## src/rtl/adder_tree_pkg.sv

```systemverilog
// Shared widths and arithmetic helpers for the pipelined product adder tree.
package adder_tree_pkg;

    localparam int N_IN_D   = 64;
    localparam int IN_W_D   = 17;
    localparam int LEVELS_D = 2;
    localparam int OUT_W_D  = 19;
    localparam int ACC_W_D  = 24;

    typedef logic signed [63:0] wide_t;

    typedef struct packed {
        logic first;
        logic last;
    } ctrl_t;

    function automatic int clog2(input int v);
        int r;
        int x;
        r = 0;
        x = 1;
        while (x < v) begin
            x = x << 1;
            r++;
        end
        return r;
    endfunction

    function automatic int lvl_w(input int in_w, input int k);
        return in_w + k;
    endfunction

    function automatic int n_out(input int n_in, input int levels);
        return n_in >> levels;
    endfunction

    function automatic wide_t sat_hi(input int out_w);
        return (wide_t'(1) <<< (out_w - 1)) - wide_t'(1);
    endfunction

    function automatic wide_t sat(input wide_t value, input int in_w,
                                  input int out_w);
        wide_t hi;
        wide_t lo;
        hi = sat_hi(out_w);
        lo = -hi - wide_t'(1);
        if (out_w >= in_w) return value;
        if (value > hi) return hi;
        if (value < lo) return lo;
        return value;
    endfunction

    function automatic logic sat_hit(input wide_t value, input int in_w,
                                     input int out_w);
        wide_t hi;
        wide_t lo;
        hi = sat_hi(out_w);
        lo = -hi - wide_t'(1);
        if (out_w >= in_w) return 1'b0;
        return (value > hi) || (value < lo);
    endfunction

endpackage

```

## src/rtl/adder_tree_level.sv

```systemverilog
// One registered pairwise reduction level: W-bit pairs in, W+1-bit sums out.
module adder_tree_level
    import adder_tree_pkg::*;
#(
    parameter int N_PAIRS = 32,
    parameter int W       = 17
) (
    input  logic                       clock,
    input  logic                       reset,
    input  logic                       enable,
    input  logic                       v_in,
    input  logic [2*N_PAIRS*W-1:0]     d_in,
    output logic                       v_out,
    output logic [N_PAIRS*(W+1)-1:0]   d_out
);

    logic [N_PAIRS*(W+1)-1:0] w_sum;
    logic [N_PAIRS*(W+1)-1:0] r_d;
    logic                     r_v;

    for (genvar p = 0; p < N_PAIRS; p++) begin : g_pair
        logic [W:0] w_a;
        logic [W:0] w_b;
        assign w_a = {d_in[2*p*W+W-1], d_in[2*p*W +: W]};
        assign w_b = {d_in[(2*p+1)*W+W-1], d_in[(2*p+1)*W +: W]};
        assign w_sum[p*(W+1) +: W+1] = w_a + w_b;
    end

    always_ff @(posedge clock) begin
        if (!reset) begin
            r_v <= 1'b0;
            r_d <= '0;
        end else if (enable) begin
            r_v <= v_in;
            if (v_in) r_d <= w_sum;
        end
    end

    assign v_out = r_v;
    assign d_out = r_d;

endmodule

```

## src/rtl/adder_tree_pipelined.sv

```systemverilog
// Pipelined signed adder tree with saturating lane outputs.
// Define ADDER_TREE_ACC_EN to add per-lane group accumulation (in_first/in_last).
module adder_tree_pipelined
    import adder_tree_pkg::*;
#(
    parameter int N_IN   = N_IN_D,
    parameter int IN_W   = IN_W_D,
    parameter int LEVELS = LEVELS_D,
    parameter int OUT_W  = OUT_W_D,
    parameter int ACC_W  = ACC_W_D
) (
    input  logic                             clock,
    input  logic                             reset,
    input  logic                             enable,
    input  logic                             in_valid,
    input  logic [N_IN*IN_W-1:0]             data_in,
`ifdef ADDER_TREE_ACC_EN
    input  logic                             in_first,
    input  logic                             in_last,
`endif
    output logic                             out_valid,
    output logic [(N_IN>>LEVELS)*OUT_W-1:0]  sum_out,
    output logic                             sum_sat
);

    localparam int N_OUT = n_out(N_IN, LEVELS);
    localparam int TW    = lvl_w(IN_W, LEVELS);
`ifdef ADDER_TREE_ACC_EN
    localparam int VAL_W = ACC_W;
`else
    localparam int VAL_W = TW;
`endif

    for (genvar k = 1; k <= LEVELS; k++) begin : g_lvl
        localparam int NP = N_IN >> k;
        localparam int WI = lvl_w(IN_W, k - 1);
        logic                  w_vi;
        logic [2*NP*WI-1:0]    w_di;
        logic                  w_vo;
        logic [NP*(WI+1)-1:0]  w_do;
        if (k == 1) begin : g_src
            assign w_vi = in_valid;
            assign w_di = data_in;
        end else begin : g_src
            assign w_vi = g_lvl[k-1].w_vo;
            assign w_di = g_lvl[k-1].w_do;
        end
        adder_tree_level #(
            .N_PAIRS (NP),
            .W       (WI)
        ) u_level (
            .clock   (clock),
            .reset   (reset),
            .enable  (enable),
            .v_in    (w_vi),
            .d_in    (w_di),
            .v_out   (w_vo),
            .d_out   (w_do)
        );
    end

    logic [N_OUT*TW-1:0]     w_tree;
    logic                    w_vfin;
    logic                    w_load;
    wide_t                   w_val [N_OUT];
    logic [N_OUT*OUT_W-1:0]  w_sum_d;
    logic [N_OUT-1:0]        w_clamp;

    assign w_tree = g_lvl[LEVELS].w_do;
    assign w_vfin = g_lvl[LEVELS].w_vo;

`ifdef ADDER_TREE_ACC_EN
    ctrl_t                   r_ctl [1:LEVELS];
    logic [N_OUT*ACC_W-1:0]  r_acc;
    logic [N_OUT*ACC_W-1:0]  w_acc_new;
    logic                    r_open;
    logic                    w_first;
    logic                    w_last;

    // first/last travel with their beat so they line up with the tree sum
    always_ff @(posedge clock) begin
        if (!reset) begin
            for (int k = 1; k <= LEVELS; k++) r_ctl[k] <= '0;
        end else if (enable) begin
            r_ctl[1] <= '{first: in_first, last: in_last};
            for (int k = 2; k <= LEVELS; k++) r_ctl[k] <= r_ctl[k-1];
        end
    end

    assign w_first = r_ctl[LEVELS].first;
    assign w_last  = r_ctl[LEVELS].last;
    assign w_load  = w_vfin & w_last;

    always_comb begin
        w_acc_new = '0;
        for (int j = 0; j < N_OUT; j++) begin
            if (w_first || !r_open)
                w_acc_new[j*ACC_W +: ACC_W] =
                    ACC_W'(wide_t'(signed'(w_tree[j*TW +: TW])));
            else
                w_acc_new[j*ACC_W +: ACC_W] = r_acc[j*ACC_W +: ACC_W] +
                    ACC_W'(wide_t'(signed'(w_tree[j*TW +: TW])));
        end
    end

    always_comb begin
        for (int j = 0; j < N_OUT; j++)
            w_val[j] = wide_t'(signed'(w_acc_new[j*ACC_W +: ACC_W]));
    end

    always_ff @(posedge clock) begin
        if (!reset) begin
            r_acc  <= '0;
            r_open <= 1'b0;
        end else if (enable && w_vfin) begin
            r_acc  <= w_acc_new;
            r_open <= !w_last;
        end
    end
`else
    assign w_load = w_vfin;

    always_comb begin
        for (int j = 0; j < N_OUT; j++)
            w_val[j] = wide_t'(signed'(w_tree[j*TW +: TW]));
    end
`endif

    always_comb begin
        w_sum_d = '0;
        w_clamp = '0;
        for (int j = 0; j < N_OUT; j++) begin
            w_sum_d[j*OUT_W +: OUT_W] = OUT_W'(sat(w_val[j], VAL_W, OUT_W));
            w_clamp[j] = sat_hit(w_val[j], VAL_W, OUT_W);
        end
    end

    logic                    r_ov;
    logic [N_OUT*OUT_W-1:0]  r_sum;
    logic                    r_sat;

    always_ff @(posedge clock) begin
        if (!reset) begin
            r_ov  <= 1'b0;
            r_sum <= '0;
            r_sat <= 1'b0;
        end else if (enable) begin
            r_ov  <= w_load;
            r_sat <= w_load & (|w_clamp);
            if (w_load) r_sum <= w_sum_d;
        end
    end

    assign out_valid = r_ov;
    assign sum_out   = r_sum;
    assign sum_sat   = r_sat;

endmodule

```

## config.mk

```make
export PLATFORM = sky130hd
export DESIGN_NAME = adder_tree_pipelined
export DESIGN_NICKNAME = d
export VERILOG_FILES = /design/src/rtl/adder_tree_pkg.sv /design/src/rtl/adder_tree_level.sv /design/src/rtl/adder_tree_pipelined.sv
export SDC_FILE = /design/constraint.sdc
export NUM_CORES = 2
export LEC_CHECK = 0
export ABC_CLOCK_PERIOD_IN_PS = 3180
export CORE_AREA = 2 2 537 539
export CTS_CLUSTER_SIZE = 14
export DETAILED_ROUTE_END_ITERATION = 10
export DIE_AREA = 0 0 539 541
export PLACE_DENSITY_LB_ADDON = 0.08
export SYNTH_ARGS = -nofsm -noshare
export SYNTH_HDL_FRONTEND = slang
export SYNTH_SLANG_ARGS = --single-unit
```

## constraint.sdc

```tcl
create_clock -name clock -period 3.18 [get_ports clock]
set_clock_uncertainty 0.1 [all_clocks]
set_input_delay 0.477 -clock clock [delete_from_list [all_inputs] [get_ports clock]]
set_output_delay 0.477 -clock clock [all_outputs]
set_load 0.01 [all_outputs]
```

Word-level counts from Yosys, hierarchy flattened --
Index checks and enable logic that the tools add are counted.
Word-level totals: register bits 1187, input bits 1092, output and inout bits 306, logic and storage cells 57
Cells by class: add/subtract/negate cells 48, reduce and logical (&&, ||, !) cells 3
Operators by type and width (number):
- adder 17 x 17 -> 18 bit | 32
- adder 18 x 18 -> 19 bit | 16
- AND reduction 2 bit | 3

Depth between registers and ports, before layout --
word-level depth 1, mapped depth 11, mapped depth without buffers 11

Cells and area by module --
Synthesis repeated with hierarchy kept, for this count alone.
Second synthesis, totals: cells, all modules 9617, area, all modules 76408.3 µm²
Modules (own cells, without submodules):
- adder_tree_level at g_lvl[1].u_level | times used 1, cells each 5356, area an instance 42346.9 µm², seq. area each 11551.1 µm²
- adder_tree_level at g_lvl[2].u_level | times used 1, cells each 2869, area an instance 22475.3 µm², seq. area each 6105.9 µm²
- adder_tree_pipelined | times used 1, cells each 1392, area an instance 11586.1 µm², seq. area each 6105.9 µm²

Worst setup path before layout --
OpenSTA, ideal clock, no wires.
path type reg2reg, from register g_lvl[1].u_level.r_d[432], to register g_lvl[2].u_level.r_d[246], setup time 117 ps, arrival 2499 ps, required time 2963 ps, setup slack 464 ps, stages on the path, launching flop included 11, path buffers 0, period minus slack after synthesis 2716 ps, cells stage by stage dfxtp_1 > ha_1 > inv_1 > fa_1 > nor2b_1 > o2111a_1 > nor4_1 > o21bai_1 > a31oi_1 > or4_1 > a32o_1
On the way: longest elaborated chain between the ends 1
Ends and longest elaborated chain:
- start, declared | RTL line adder_tree_level.sv:18 | logic [N_PAIRS*(W+1)-1:0] r_d;
- start signal, assigned | RTL line adder_tree_level.sv:35 | if (v_in) r_d <= w_sum;
- adder 18 x 18 -> 19 bit | RTL line adder_tree_level.sv:26 | assign w_sum[p*(W+1) +: W+1] = w_a + w_b;
- end signal, assigned | RTL line adder_tree_level.sv:35
- end, declared | RTL line adder_tree_level.sv:18
No other way between the ends. A chain may end at the register's enable or synchronous reset.

Worst setup path after layout --
from register g_lvl[1].u_level.r_d[450], to register g_lvl[2].u_level.r_d[246]
Same word-level chain as after synthesis.

==> results_dict.tcl <==
set metrics [dict create \
    antenna_found_initial 115 \
    post-route-period-util 0.972 \
    dpl_cell_area_sq_um 96500 \
    pre_cts_ws_ns -0.406 \
    synth.area.top_cells "dfxtp_1, ha_1, nand2_1, a21oi_1, xnor2_1" \
    timing.rr.end "g_lvl[2].u_level.d_out[246]$_SDFFE_PN0P_" \
    dieWidth_microns 539 \
    final_cell_mix "nand2_1, clkdlybuf4s50_1, a21oi_1" \
    start_kind "flop" \
    ys_types 92 \
    ir_drop_mv 0.363 \
    port_buffers 1396 \
    outcome "finished clean" \
    crit_type "reg2reg" \
    hp-start "data_in[153]" \
    wl_per_cell_microns 23.5 \
    endpoint_kind "flop" \
    synth_seq_cells 1187 \
    power-per-cell-area_nw_per_um2 451 \
    num_vias 75500 \
    cp_max_fo 3 \
    clock_latency_ns 0.82 \
    final_common_cell "nand2_1" \
    leakage_nw 41.3 \
    ys.flop_type "dfxtp_1" \
    clock.fmax_mhz 323 \
    drtPass1Iterations 6 \
    syn-cell-area_sq_um 75800 \
    cts_tree "yes" \
    hold-path-endpoint "g_lvl[1].u_level.d_out[72]$_SDFFE_PN0P_" \
    grt.busiest_layer "met2" \
    coreArea_sq_um 286000 \
    cts-buffers-inserted 160 \
    syn_nets 11700 \
    synth.largest_area_cell "dfxtp_1" \
    area_delta_synth_final_pct 34.7 \
    antenna_left 0 \
    ctsResizeCount 0 \
    drive_above_1_share 0.0588 \
    crit_path_cell_trace "ha_1, inv_1, fa_1, nor2b_1, o2111a_1, nor4_1, o21bai_1, a31oi_1, or4_1, a32o_1" \
    rows 197 \
    yosysTopAreaCellShare 0.314 \
    worst_slew_pin_slew_ns 0.988 \
    gp_congestion 0.946 \
    die_y_microns 541 \
    dp_hpwl_microns 290000 \
    wirelength_microns 356000 \
    cts_sinks 1187 \
    hold_depth 4 \
    viasPerCell 4.99 \
    critPathMaxStageDelay_ns 0.53 \
    synth_edf_count 0 \
    cts_setup_buffers 0 \
    syn_area_per_cell_sq_um 7.82 \
    drv_slew 0 \
    slowest_stage "or4_1" \
    reg2reg_from "g_lvl[1].u_level.d_out[450]$_SDFFE_PN0P_" \
    grt_pass1_wl_microns 511000 \
    ff2ff_setup_slack_ns 0.09 \
    worstPathArrival_ns 3.70 \
    setup_ws_ns 0.0880 \
    min_period_ns 3.09 \
    worstRegToRegCells 10 \
    grt_pass1_vias 74600 \
    total_power_mw 46.0 \
    post-route-cell-area_sq_um 102000 \
    remaining_drc_errors 0 \
    drt_iter0_markers 4435 \
    final_nets 13200 \
    ctsHoldBuffers 1 \
    h-tree-depth 4 \
    ios 1398 \
    setup_viol 0 \
    dieArea_sq_um 292000 \
    rsz0062_at_grt "no" \
    grt.met1_usage 0.290 \
    clk_pin_slew_ns 0.06 \
    postSynthCellCount 9688 \
    holdWs_ns 0.325 \
    yosysSeqAreaShare 0.314 \
    relSlewSlack 0.335 \
    clockRootBuffer "clkbuf_16" \
    path_buf_inv 1 \
    use_met2 0.399 \
    finalHoldViolations 0 \
    maxCapViolCount 0 \
    yosysWarnings 0 \
    ys_async_sr_fraction 0 \
    start_util 0.265 \
    min_path_type "in2reg" \
    use_met3 0.0550 \
    grt-ovfl-total 0 \
    path_delay_family "compound AO/OA/AOI/OAI gates" \
    track_usage 0.234 \
    clockBufferDepth 4 \
    grt_max_degree 88 \
    worstPathRequired_ns 3.79 \
]
[final cells by class]
class | count | area [sq um]
Clock buffer | 221 | 4580
Antenna cell | 40 | 100
Multi-Input combinational cell | 7750 | 49200
Fill cell | 30000 | 184000
Tap cell | 3781 | 4730
Clock inverter | 51 | 873
Timing Repair Buffer | 1763 | 17500
Sequential cell | 1187 | 23800
Inverter | 317 | 1200
[cell families (layout without fill, tap and decap cells)]
logic type	Yosys count	count (layout)	share of synthesized area
AO/OA/AOI/OAI	3046	3046	0.243
XOR/XNOR	541	541	0.0625
adder cells (fa/ha/maj)	880	880	0.150
buffers and inverters	751	2352	0.0373
flip-flops	1187	1187	0.314
multiplexers	25	25	0.00330
other	1	41	0.0000495
AND/OR/NAND/NOR	3257	3257	0.190
[through the flow]
stage	util	std cells	TNS, ns
floorplan	-	9688	0
detailed placement	0.337	14800	-3.72
finish	0.356	15100	0
CTS	0.356	15100	0
global route	0.356	15100	0
global placement	0.337	14800	-3.44
[layer usage]
metal	routed length, microns	share of wire	up-vias
li1	-	-	37400
met5	230	0.00065	-
met1	155000	0.44	35600
met2	167000	0.47	1976
met4	10500	0.029	36
met3	22900	0.064	465
[Yosys cell counts, types with 17 or more instances]
cell       number
a211o_1        25
a211oi_1      138
a21o_1        299
a21oi_1      1301
a221o_1        18
a31oi_1        45
a41oi_1        28
and2_1         41
and3_1         60
and4_1         19
buf_1          28
clkbuf_1      404
dfxtp_1      1187
fa_1           48
ha_1          832
inv_1         316
mux2i_1        25
nand2_1      1858
nand2b_1      117
nand3_1       271
nand3b_1       22
nand4_1        93
nor2_1        451
nor2b_1        84
nor3_1         79
nor3b_1        40
o2111ai_1      17
o211ai_1       52
o21a_1        103
o21ai_0       515
o21ai_1       127
o21bai_1       73
o22ai_1        33
o31ai_1        46
or3_1          56
xnor2_1       308
xor2_1        233
[flip-flops by register name (all words and copies together), names as in the netlist]
name,count
out_valid,1
sum_out,304
g_lvl.u_level.d_out,880
g_lvl.u_level.v_out,2
[how the worst max path moves through the flow]
stage	cells after the start	slack, ns	end	startpoint
2_1_floorplan	10	0.46	g_lvl[2].u_level.d_out[246]$_SDFFE_PN0P_	g_lvl[1].u_level.d_out[432]$_SDFFE_PN0P_
3_3_place_gp	13	-0.46	g_lvl[1].u_level.d_out[250]$_SDFFE_PN0P_	data_in[442]
3_5_place_dp	13	-0.41	g_lvl[1].u_level.d_out[250]$_SDFFE_PN0P_	data_in[442]
4_1_cts	10	0.12	g_lvl[2].u_level.d_out[246]$_SDFFE_PN0P_	g_lvl[1].u_level.d_out[450]$_SDFFE_PN0P_
5_1_grt	9	0.01	g_lvl[2].u_level.d_out[131]$_SDFFE_PN0P_	g_lvl[1].u_level.d_out[235]$_SDFFE_PN0P_
6_report	10	0.09	g_lvl[2].u_level.d_out[246]$_SDFFE_PN0P_	g_lvl[1].u_level.d_out[450]$_SDFFE_PN0P_
[where the power goes]
group	switching, mW	internal, mW
registers	0.505	15.5
clock network	7.38	11.6
logic	6.02	4.98
[worst register-to-register path: stages (launching register included)]
cell	delay [ns]
dfxtp_1	0.34
ha_1	0.25
inv_1	0.09
fa_1	0.44
nor2b_1	0.22
o2111a_1	0.24
nor4_1	0.06
o21bai_1	0.27
a31oi_1	0.19
or4_1	0.53
a32o_1	0.25
No activity file was read; power rests on OpenSTA's default activity.
